**src/rtl/pc_seq_ctrl.sv**
```systemverilog
`default_nettype none
// ============================================================================
//  Module   : pc_seq_ctrl
//  Brief    : Next-PC sequencer: increment, branch, jump, call/return via an
//             internal return-address stack, interrupt entry/exit, stall, halt.
//  Revision : 1.0 - initial release
// ============================================================================
module pc_seq_ctrl #(
    parameter int                 WIDTH     = 16,
    parameter logic [WIDTH-1:0]   RESET_VEC = '0,
    parameter logic [WIDTH-1:0]   IRQ_VEC   = WIDTH'(16'h0010),
    parameter int                 RAS_DEPTH = 4
) (
    input  logic             clk,
    input  logic             PC_rst_n,
    input  logic [WIDTH-1:0] PC,
    input  logic             stall,
    input  logic             br_taken,
    input  logic [WIDTH-1:0] br_target,
    input  logic             jmp,
    input  logic             call,
    input  logic [WIDTH-1:0] jmp_target,
    input  logic             ret,
    input  logic             iret,
    input  logic             irq_req,
    output logic [WIDTH-1:0] PC_next,
    output logic             irq_ack,
    output logic             in_isr,
    output logic             ras_empty,
    output logic             ras_full,
    output logic             fault
);

    localparam int                 c_PTR_W   = $clog2(RAS_DEPTH);
    localparam logic [c_PTR_W:0]   c_SP_ONE  = (c_PTR_W+1)'(1);
    localparam logic [c_PTR_W:0]   c_SP_FULL = (c_PTR_W+1)'(RAS_DEPTH);
    localparam logic [c_PTR_W-1:0] c_IDX_ONE = c_PTR_W'(1);

    localparam logic [1:0] c_BOOT = 2'd0;
    localparam logic [1:0] c_RUN  = 2'd1;
    localparam logic [1:0] c_ISR  = 2'd2;
    localparam logic [1:0] c_HALT = 2'd3;

    logic [1:0]         r_state;
    logic [1:0]         w_next_state;
    logic               r_pending;
    logic [WIDTH-1:0]   r_epc;
    logic [c_PTR_W:0]   r_sp;
    logic [WIDTH-1:0]   r_ras [RAS_DEPTH];

    logic [WIDTH-1:0]   w_pc_inc;
    logic [WIDTH-1:0]   w_pc_next;
    logic [c_PTR_W-1:0] w_top_idx;
    logic               w_empty;
    logic               w_full;
    logic               w_irq_ack;
    logic               w_push;
    logic               w_pop;

    assign w_pc_inc  = PC + WIDTH'(1);
    assign w_empty   = (r_sp == '0);
    assign w_full    = (r_sp == c_SP_FULL);
    assign w_top_idx = r_sp[c_PTR_W-1:0] - c_IDX_ONE;

    always_ff @(posedge clk or negedge PC_rst_n) begin
        if (!PC_rst_n) begin
            r_state <= c_BOOT;
        end else begin
            r_state <= w_next_state;
        end
    end

    always_comb begin
        w_next_state = r_state;
        w_pc_next    = w_pc_inc;
        w_irq_ack    = 1'b0;
        w_push       = 1'b0;
        w_pop        = 1'b0;
        case (r_state)
            c_BOOT: begin
                w_pc_next    = RESET_VEC;
                w_next_state = c_RUN;
            end
            c_RUN, c_ISR: begin
                if (stall) begin
                    w_pc_next = PC;
                end else if ((r_state == c_RUN) && r_pending) begin
                    w_pc_next    = IRQ_VEC;
                    w_irq_ack    = 1'b1;
                    w_next_state = c_ISR;
                end else if ((r_state == c_ISR) && iret) begin
                    w_pc_next    = r_epc;
                    w_next_state = c_RUN;
                end else if (ret) begin
                    if (!w_empty) begin
                        w_pc_next = r_ras[w_top_idx];
                        w_pop     = 1'b1;
                    end else begin
                        w_pc_next    = PC;
                        w_next_state = c_HALT;
                    end
                end else if (call) begin
                    if (!w_full) begin
                        w_pc_next = jmp_target;
                        w_push    = 1'b1;
                    end else begin
                        w_pc_next    = PC;
                        w_next_state = c_HALT;
                    end
                end else if (jmp) begin
                    w_pc_next = jmp_target;
                end else if (br_taken) begin
                    w_pc_next = br_target;
                end
            end
            default: begin
                w_pc_next = PC;
            end
        endcase
    end

    // A request arriving on the entry cycle itself stays pending (level semantics).
    always_ff @(posedge clk or negedge PC_rst_n) begin
        if (!PC_rst_n) begin
            r_pending <= 1'b0;
            r_epc     <= '0;
        end else begin
            r_pending <= irq_req | (r_pending & ~w_irq_ack);
            if (w_irq_ack) begin
                r_epc <= PC;
            end
        end
    end

    always_ff @(posedge clk or negedge PC_rst_n) begin
        if (!PC_rst_n) begin
            r_sp <= '0;
            for (int i = 0; i < RAS_DEPTH; i++) begin
                r_ras[i] <= '0;
            end
        end else if (w_push) begin
            r_ras[r_sp[c_PTR_W-1:0]] <= w_pc_inc;
            r_sp                     <= r_sp + c_SP_ONE;
        end else if (w_pop) begin
            r_sp <= r_sp - c_SP_ONE;
        end
    end

    assign PC_next   = w_pc_next;
    assign irq_ack   = w_irq_ack;
    assign in_isr    = (r_state == c_ISR);
    assign fault     = (r_state == c_HALT);
    assign ras_empty = w_empty;
    assign ras_full  = w_full;

endmodule
`default_nettype wire
```
**config.mk**
```make
export PLATFORM = sky130hd
export DESIGN_NAME = pc_seq_ctrl
export DESIGN_NICKNAME = d
export VERILOG_FILES = /design/src/rtl/pc_seq_ctrl.sv
export SDC_FILE = /design/constraint.sdc
export NUM_CORES = 1
export LEC_CHECK = 0
export ABC_AREA = 1
export BUFFER_PORTS_ARGS = -buffer_cell sky130_fd_sc_hd__buf_2
export CELL_PAD_IN_SITES_DETAIL_PLACEMENT = 0
export CELL_PAD_IN_SITES_GLOBAL_PLACEMENT = 1
export CORE_ASPECT_RATIO = 1.25
export CORE_MARGIN = 2
export CORE_UTILIZATION = 42
export CTS_BUF_LIST = sky130_fd_sc_hd__clkbuf_2 sky130_fd_sc_hd__clkbuf_4 sky130_fd_sc_hd__clkbuf_8
export CTS_CLUSTER_SIZE = 10
export DETAILED_ROUTE_END_ITERATION = 12
export PLACE_DENSITY = 0.88
export SLEW_MARGIN = 20
export SYNTH_ARGS = -nofsm -noshare
export SYNTH_HDL_FRONTEND = slang
export SYNTH_SLANG_ARGS = --single-unit
```
**constraint.sdc**
```tcl
create_clock -name clk -period 3.6 [get_ports clk]
set_clock_uncertainty 0.2 [all_clocks]
set_input_delay 0.18 -clock clk [delete_from_list [all_inputs] [get_ports clk]]
set_output_delay 0.18 -clock clk [all_outputs]
set_load 0.03 [all_outputs]
```
# ---- After elaboration in Yosys (flattened, before gate mapping)
# Cells that the tools add are included.
dict set report totals {
  ff_bits 86
}
dict set report op_classes {
  n_addsub 4
  n_lt_le_gt_ge 3
  eq_ne 8
  mux 42
  bitwise 5
  reduce_logical 9
}
# cell n
set op_table {}
lappend op_table {{2-to-1 mux 16 bit} 12}
lappend op_table {{bitwise mux 64 bit} 1}
lappend op_table {{binary-select mux 16 bit (select 2 bit)} 1}
lappend op_table {{demux 16 bit (select 2 bit)} 1}
lappend op_table {{one-hot mux 16 bit (2 select lines)} 1}
lappend op_table {{adder 16 x 1 -> 16 bit, second input constant} 1}
lappend op_table {{2-to-1 mux 1 bit} 16}
lappend op_table {{inequality test 5 bit, second input constant} 3}
lappend op_table {{2-to-1 mux 2 bit} 7}
lappend op_table {{>= comparator 3 bit, second input constant} 2}
lappend op_table {{2-to-1 mux 3 bit} 2}
lappend op_table {{inverter 2 -> 3 bit} 2}
lappend op_table {{AND reduction 5 bit} 1}
lappend op_table {{== test 2 bit, second input constant} 2}
lappend op_table {{one-hot mux 2 bit (2 select lines)} 1}
lappend op_table {{nonzero test 2 bit} 2}
lappend op_table {{adder 3 x 1 -> 3 bit, second input constant} 1}
lappend op_table {{== test 3 bit, second input constant} 1}
lappend op_table {{logical AND 1 bit} 3}
lappend op_table {{logical NOT 3 bit} 1}
lappend op_table {{< comparator 3 x 1 -> 1 bit, second input constant} 1}
lappend op_table {{subtractor 3 x 1 -> 3 bit, second input constant} 1}
lappend op_table {{== test 2 x 1 -> 1 bit, second input constant} 1}
lappend op_table {{logical NOT 2 bit} 1}
lappend op_table {{other kinds (6)} 6}

# ---- Longest topological paths before layout
# Gate-level depths: netlist (run 1).
dict set report logic_depth {
  depth_word 11
  depth_mapped 15
}

# ---- Least setup slack after synthesis (run 1)
# No wires, ideal clock.
dict set report synth_timing {
  path_kind {reg-to-output}
  start {register r_sp[0]}
  end {output PC_next[2]}
  t_arrival_ps 2631
  setup_slack_ps 589
  stages_incl_launch_ff 14
  path_cell_list {dfrtp_1 -> buf_2 -> inv_1 -> clkbuf_1 -> ha_1 -> inv_1 -> nor2_1 -> clkbuf_1 -> nand2_1 -> nand3_1 -> nand3b_1 -> nand2_1 -> nand2_1 -> o21ai_0}
}
dict set report synth_via {
  elab_chain_len 11
  word_cells_on_any_way 15
  classes_between {add/sub (1); eq/ne (1); mux (11); bitwise (1); reduce/logical (1)}
}
# element line
set synth_lines {}
lappend synth_lines {{start: declaration} 48} ;# logic [c_PTR_W:0] r_sp;
lappend synth_lines {{start signal: assignment} 143} ;# r_sp <= r_sp + c_SP_ONE;
lappend synth_lines {{start signal: assignment} 145} ;# r_sp <= r_sp - c_SP_ONE;
lappend synth_lines {{subtractor 2 x 1 -> 2 bit} 63} ;# assign w_top_idx = r_sp[c_PTR_W-1:0] - c_IDX_ONE;
lappend synth_lines {{named net w_top_idx[0]} 53} ;# logic [c_PTR_W-1:0] w_top_idx;
lappend synth_lines {{inverter 2 -> 3 bit (implied by the code)} 96} ;# w_pc_next = r_ras[w_top_idx];
lappend synth_lines {{binary-select mux 16 bit (select 2 bit)} 96}
lappend synth_lines {{2-to-1 mux 16 bit (implied by the code) (2 in series)} 96}
lappend synth_lines {{2-to-1 mux 16 bit} 95} ;# if (!w_empty) begin
lappend synth_lines {{2-to-1 mux 16 bit} 94} ;# end else if (ret) begin
lappend synth_lines {{2-to-1 mux 16 bit} 91} ;# end else if ((r_state == c_ISR) && iret) begin
lappend synth_lines {{2-to-1 mux 16 bit} 87} ;# end else if ((r_state == c_RUN) && r_pending) begin
lappend synth_lines {{2-to-1 mux 16 bit} 85} ;# if (stall) begin
lappend synth_lines {{one-hot mux 16 bit (2 select lines)} 79} ;# case (r_state)
lappend synth_lines {{end: declaration} 26} ;# output logic [WIDTH-1:0] PC_next,
# The timed path passes the listed nets, and every way through them passes these cells. The select of a mux whose other input is x is not followed.

# ---- Worst setup path after layout (run 1)
dict set report layout_timing {
  start {register r_sp[1]}
  end {output PC_next[4]}
}
dict set report layout_via {
  elab_chain_len 11
  word_cells_on_any_way 15
  classes_between {add/sub (1); eq/ne (1); mux (11); bitwise (1); reduce/logical (1)}
}
# element line
set layout_lines {}
lappend layout_lines {{subtractor 2 x 1 -> 2 bit} 63}
lappend layout_lines {{inverter 2 -> 3 bit (implied by the code)} 96}
lappend layout_lines {{binary-select mux 16 bit (select 2 bit)} 96}
lappend layout_lines {{2-to-1 mux 16 bit (implied by the code) (2 in series)} 96}
lappend layout_lines {{2-to-1 mux 16 bit} 95}
lappend layout_lines {{2-to-1 mux 16 bit (*)} 94}
lappend layout_lines {{2-to-1 mux 16 bit (*)} 91}
lappend layout_lines {{2-to-1 mux 16 bit (*)} 87}
lappend layout_lines {{2-to-1 mux 16 bit (*)} 85}
lappend layout_lines {{one-hot mux 16 bit (2 select lines) (*)} 79}
# Every way passes the cells marked *; elsewhere a longest branch is shown, timed or not. The select of a mux whose other input is x is not followed.

==> results.toml, run 1 <==
[sta]
rsz0062_at_grt = "no"
slew_violations = 0
fin_crit_ps = 3280
max_clock_freq_mhz = 304
tightest_slew_ps = 893
post-route-period-util = 0.912
fin_setup_tns_ps = 0
finalHoldViolCount = 0
relSlewSlack = 0.404
final-setup-viol-count = 0

[global_route]
antenna_found_initial = 0
grt_max_degree = 69
grt_overflow = 0
grt_pass1_vias = 5342
grt_pass1_wl_um = 28900
grt_usage = 0.255

[pwr]
leakage_uw = 0.00350
ir_drop_mv = 0.422
p_per_area_mw_per_mm2 = 832

[clock_tree]
clock-sinks = 86
clock_path_buffers = 2
clk_pin_slew_worst_paths_ps = 100
post_cts_buffers = 0
cts_tree = "yes"
cts_buffers = 9
clockRootBuffer = "clkbuf_8"
htreeDepth = 3
clk_latency_ps = 370

[synthesis]
yosys.area.top_type_share = 0.364
netlist_area_mm2 = 0.00590
synth_edf_count = 0
synth_cells = 867
syn_nets = 934
syn_avg_cell_area_um2 = 6.81
synth_cell_type_count = 36
seq_area_frac_synth = 0.364
async_flop_share = 1.00
synthTopCellsByArea = "dfrtp_1 36%, nand2_1 16%, o21ai_0 9.6%"
yosysMostFrequentCell = "nand2_1"
synthFlopType = "dfrtp_1"
synthTopCellsByCount = "256 x nand2_1, 113 x o21ai_0, 104 x inv_1"
yosysWarningCount = 0
synth_top_area_cell = "dfrtp_1"
ys_ff_latch = 86

[floorplan]
die_y_um = 137
start_util = 0.429
num_io_pins = 78
die_area_mm2 = 0.0150
num_rows = 48
core-area_mm2 = 0.0138
die_x_um = 110

[hold_path]
hold_path.class = "input pin to flop"

[cells_and_area]
area_delta_synth_final_pct = 12.8
num-nets-final = 994
seq_area_mm2 = 0.00215
n_fill_cell = 1461
final_cells = 1107
design_area_mm2 = 0.00666
multiInputGateArea_mm2 = 0.00314
antenna_cells = 0
utilization = 0.484
layout-drive-gt1-share = 0.143

[placement]
place_area_mm2 = 0.00638
io_buffers = 77
place_hpwl_um = 13300
gp_congestion = 0.928
dpl.cell_count = 1086

[setup_path]
crit_type = "flop to output port"
crit_path_end_kind = "output port"
cp_data_required_time_ps = 3220
start_kind = "flop"
crit_arrival_ps = 2900
critPathMaxFanout = 15

[routing]
vias = 5783
drc = 0
postRouteWirelength_um = 18200
first_pass_iters = 6
routed_via_density = 5.22
drtIter0Drc = 344
final_antenna_net_count = 0
wl_per_cell_um = 16.4

[job]
drv_cap = 0

[status]
status = "finished clean"
==> placed cells by master (no fill, tap or decap), types with 2 or more instances in the layout <==
| cell type | count |
|---|---|
| o211ai_1 | 8 |
| dfrtp_1 | 86 |
| inv_1 | 104 |
| or2_2 | 3 |
| a21oi_1 | 73 |
| buf_4 | 11 |
| nor2_8 | 4 |
| mux2_2 | 16 |
| nand2_1 | 256 |
| and2_1 | 6 |
| clkbuf_8 | 9 |
| nand2_4 | 2 |
| inv_6 | 2 |
| nand4_1 | 5 |
| nor2_1 | 58 |
| a21oi_2 | 2 |
| xor2_1 | 7 |
| ha_1 | 9 |
| dlygate4sd3_1 | 5 |
| a31oi_1 | 11 |
| buf_2 | 76 |
| nand3_1 | 42 |
| nand3b_1 | 2 |
| o21ai_1 | 5 |
| clkinv_1 | 2 |
| o21ai_0 | 113 |
| bufinv_16 | 2 |
==> stage by stage <==
step | total power, uW | worst slack [ps] | hold slack, ps
6_report | 5540 | 316 | 20.5
5_1_grt | 6020 | 3.85 | 17.9
4_1_cts | 5540 | 310 | 3.25
3_5_place_dp | 4740 | 735 | 167
3_3_place_gp | 4700 | 780 | 166
2_1_floorplan | 3860 | 589 | -316
==> worst max-delay path, cell delays in order, from the launching register on <==
cell,delay [ps]
dfrtp_1,420
inv_1,90
ha_1,230
inv_1,180
nor2_1,60
buf_4,180
inv_1,280
buf_4,290
o21ai_0,90
inv_1,70
nand2_1,50
nand3_1,70
nand2_1,50
nand2_1,50
nand2_1,80
a21oi_1,120
buf_2,210
==> final cells by class <==
| type | count | area share |
|---|---|---|
| clock buffers | 10 | 0.0197 |
| clock inverters | 6 | 0.0141 |
| inverters | 107 | 0.0607 |
| multi-input cells | 631 | 0.472 |
| flip-flops and latches | 86 | 0.323 |
| well taps | 175 | 0.0329 |
| repair buffers | 92 | 0.0771 |
==> state kept, by name, indices dropped and copies added, names as in the netlist <==
register,flops
r_state,2
r_epc,16
r_pending,1
r_sp,3
r_ras,64
==> kinds of logic after synthesis <==
kind of cell / after synthesis / synth area share
and+or+nand+nor: 380 / 0.275
AOI/OAI and AO/OA: 218 / 0.195
buffers and inverters: 150 / 0.103
DFF: 86 / 0.364
muxes: 16 / 0.0305
adders and majority gates: 10 / 0.0225
xor gates and xnor gates: 7 / 0.0104
==> routing by layer <==
| layer | wire length [um] | GRT usage |
|---|---|---|
| met3 | 997 | 0.0438 |
| met1 | 8140 | 0.351 |
| met5 | 0 | 0 |
| met4 | 427 | 0.0893 |
| met2 | 8650 | 0.403 |
==> worst paths after layout <==
kind / startpoint / to / slack (ps) / depth (start not counted)
worst max-delay path: r_sp[1] / PC_next[4] / 320 / 16
worst min-delay path: PC[9] / r_epc[9] / 20 / 3
worst max register to register: r_sp[1] / r_sp[2] / 770 / 11
worst min register to register: r_pending / r_pending / 290 / 1
max in group asynchronous: PC_rst_n / r_ras[23] / 2210 / 3
min in group asynchronous: PC_rst_n / r_ras[63] / 270 / 2
==> what timing repair did <==
| item | CTS | global route |
|---|---|---|
| hold endpoints to repair | 72 | 0 |
| hold buffers | 5 | 0 |
| gates resized for setup | 0 | 0 |
==> report_power, final <==
part,total [uW],switching (uW),internal [uW]
registers,1620,197,1420
clock network,794,388,405
logic,3130,2120,1010
total,5540,2700,2840
(Power assumes the default switching activity.)
==> run 2: changes to the inputs <==
CTS_CLUSTER_SIZE = not set   (was 10)
REMOVE_ABC_BUFFERS = 1   (was not set)
==> results.toml, run 2 (synthesized netlist as in run 1, its figures left out) <==
[hold_path]
hold_path.class = "input pin to flop"

[global_route]
grt_usage = 0.276
grt_pass1_wl_um = 30800
grt_pass1_vias = 5578
grt_max_degree = 60
antenna_found_initial = 0
grt_overflow = 0

[sta]
final-setup-viol-count = 0
post-route-period-util = 0.869
max_clock_freq_mhz = 320
fin_crit_ps = 3130
fin_ws_ps = 471
relSlewSlack = 0.477
slew_violations = 0
rsz0062_at_grt = "no"
tightest_slew_ps = 784
finalHoldViolCount = 0

[cells_and_area]
multiInputGateArea_mm2 = 0.00314
area_delta_synth_final_pct = 12.9
layout_commonest_cell = "nand2_1"
largest_reg_flops = 64
final_cell_mix = "256 x nand2_1, 113 x o21ai_0, 104 x inv_1"
n_fill_cell = 1464
regMostFlops = "r_ras"
seq_area_mm2 = 0.00215
reg.largest.list = "r_ras (64), r_epc (16), r_sp (3)"
final_cells = 1112
layout-drive-gt1-share = 0.146
antenna_cells = 0
utilization = 0.485
num-nets-final = 999

[setup_path]
crit_type = "flop to output port"
critPathMaxFanout = 16
start_kind = "flop"
crit_arrival_ps = 2750
crit_path_end_kind = "output port"
cp_data_required_time_ps = 3220

[clock_tree]
cts_resized = 0
clk_latency_ps = 380
clockRootBuffer = "clkbuf_8"
htreeDepth = 3
clock_path_buffers = 2
post_cts_buffers = 0
clock-sinks = 86
cts_tree = "yes"
ctsHoldBuffers = 6
cts_buffers = 9
clk_pin_slew_worst_paths_ps = 100

[placement]
gp_congestion = 0.937
pre_cts_slack_ps = 849
place_hpwl_um = 14000
dpl.cell_count = 1090
io_buffers = 77

[job]
drv_cap = 0

[routing]
wl_per_cell_um = 17.7
final_antenna_net_count = 0
postRouteWirelength_um = 19600
drc = 0
vias = 5917
routed_via_density = 5.32
first_pass_iters = 7
drtIter0Drc = 547

[pwr]
p_per_area_mw_per_mm2 = 829
p_sw_frac = 0.499
p_int_uw = 2770
clkPwrFrac = 0.129
power_switching_uw = 2760
leakage_uw = 0.00351
ir_drop_mv = 0.471
comb_power_share = 0.577
seqPwrFrac = 0.294

[floorplan]
die_y_um = 137
die_x_um = 110
die_area_mm2 = 0.0150
start_util = 0.429
core-area_mm2 = 0.0138
num_io_pins = 78
num_rows = 48

[status]
status = "finished clean"
run 2: cell type report:
class | count | area share
Sequential cell | 86 | 0.323
Tap cell | 175 | 0.0328
Clock inverter | 6 | 0.00938
Clock buffer | 10 | 0.0197
Multi-Input combinational cell | 631 | 0.472
Inverter | 107 | 0.0606
Timing Repair Buffer | 97 | 0.0830
run 2: through the flow:
step | hold slack, ps | cell area (um^2) | total power [uW] | setup TNS (ps)
detailed placement | 114 | 6410 | 4790 | 0
floorplan | -316 | 5700 | 3770 | -5640
CTS | 1.85 | 6670 | 5510 | 0
finish | 4.95 | 6670 | 5520 | 0
global placement | 115 | 6410 | 4750 | 0
global route | 17.3 | 6670 | 6000 | 0
run 2: path summary, 6_finish.rpt:
kind	slack (ps)	startpoint	endpoint	cells past startpoint
max	470	r_sp[1]	PC_next[4]	15
min	5	PC[14]	r_epc[14]	3
max reg2reg	810	r_sp[1]	r_ras[47]	8
min reg2reg	290	r_epc[11]	r_epc[11]	2
max in group asynchronous	2230	PC_rst_n	r_ras[13]	3
min in group asynchronous	220	PC_rst_n	r_ras[48]	2
run 2: power by group through the flow:
stage / logic, uW / registers, uW / clock network (uW)
floorplan: 2130 / 1650 / 0
global placement: 3120 / 1630 / 0
detailed placement: 3150 / 1640 / 0
CTS: 3170 / 1620 / 720
global route: 3560 / 1680 / 756
finish: 3190 / 1630 / 710
run 2: worst max-delay path: stages (launching register included):
cell and delay (ps):
dfrtp_1 430, inv_1 100, ha_1 230, inv_1 180, nor2_1 90, inv_1 210
buf_4 300, o21ai_0 110, inv_1 70, nand2_1 50, nand3_1 60, nand2_1 50
nand2_1 60, nand2_1 70, a21oi_1 140, buf_2 220
run 2: layer usage:
layer  routed length (um)  up-vias  share of wire  global-route usage
li1                     -     2920              -                   -
met1                 8510     2729           0.43               0.380
met2                 8970      235           0.46               0.428
met3                 1550       33          0.079              0.0462
met4                  600        0          0.031               0.112
met5                    0        -              0                   0
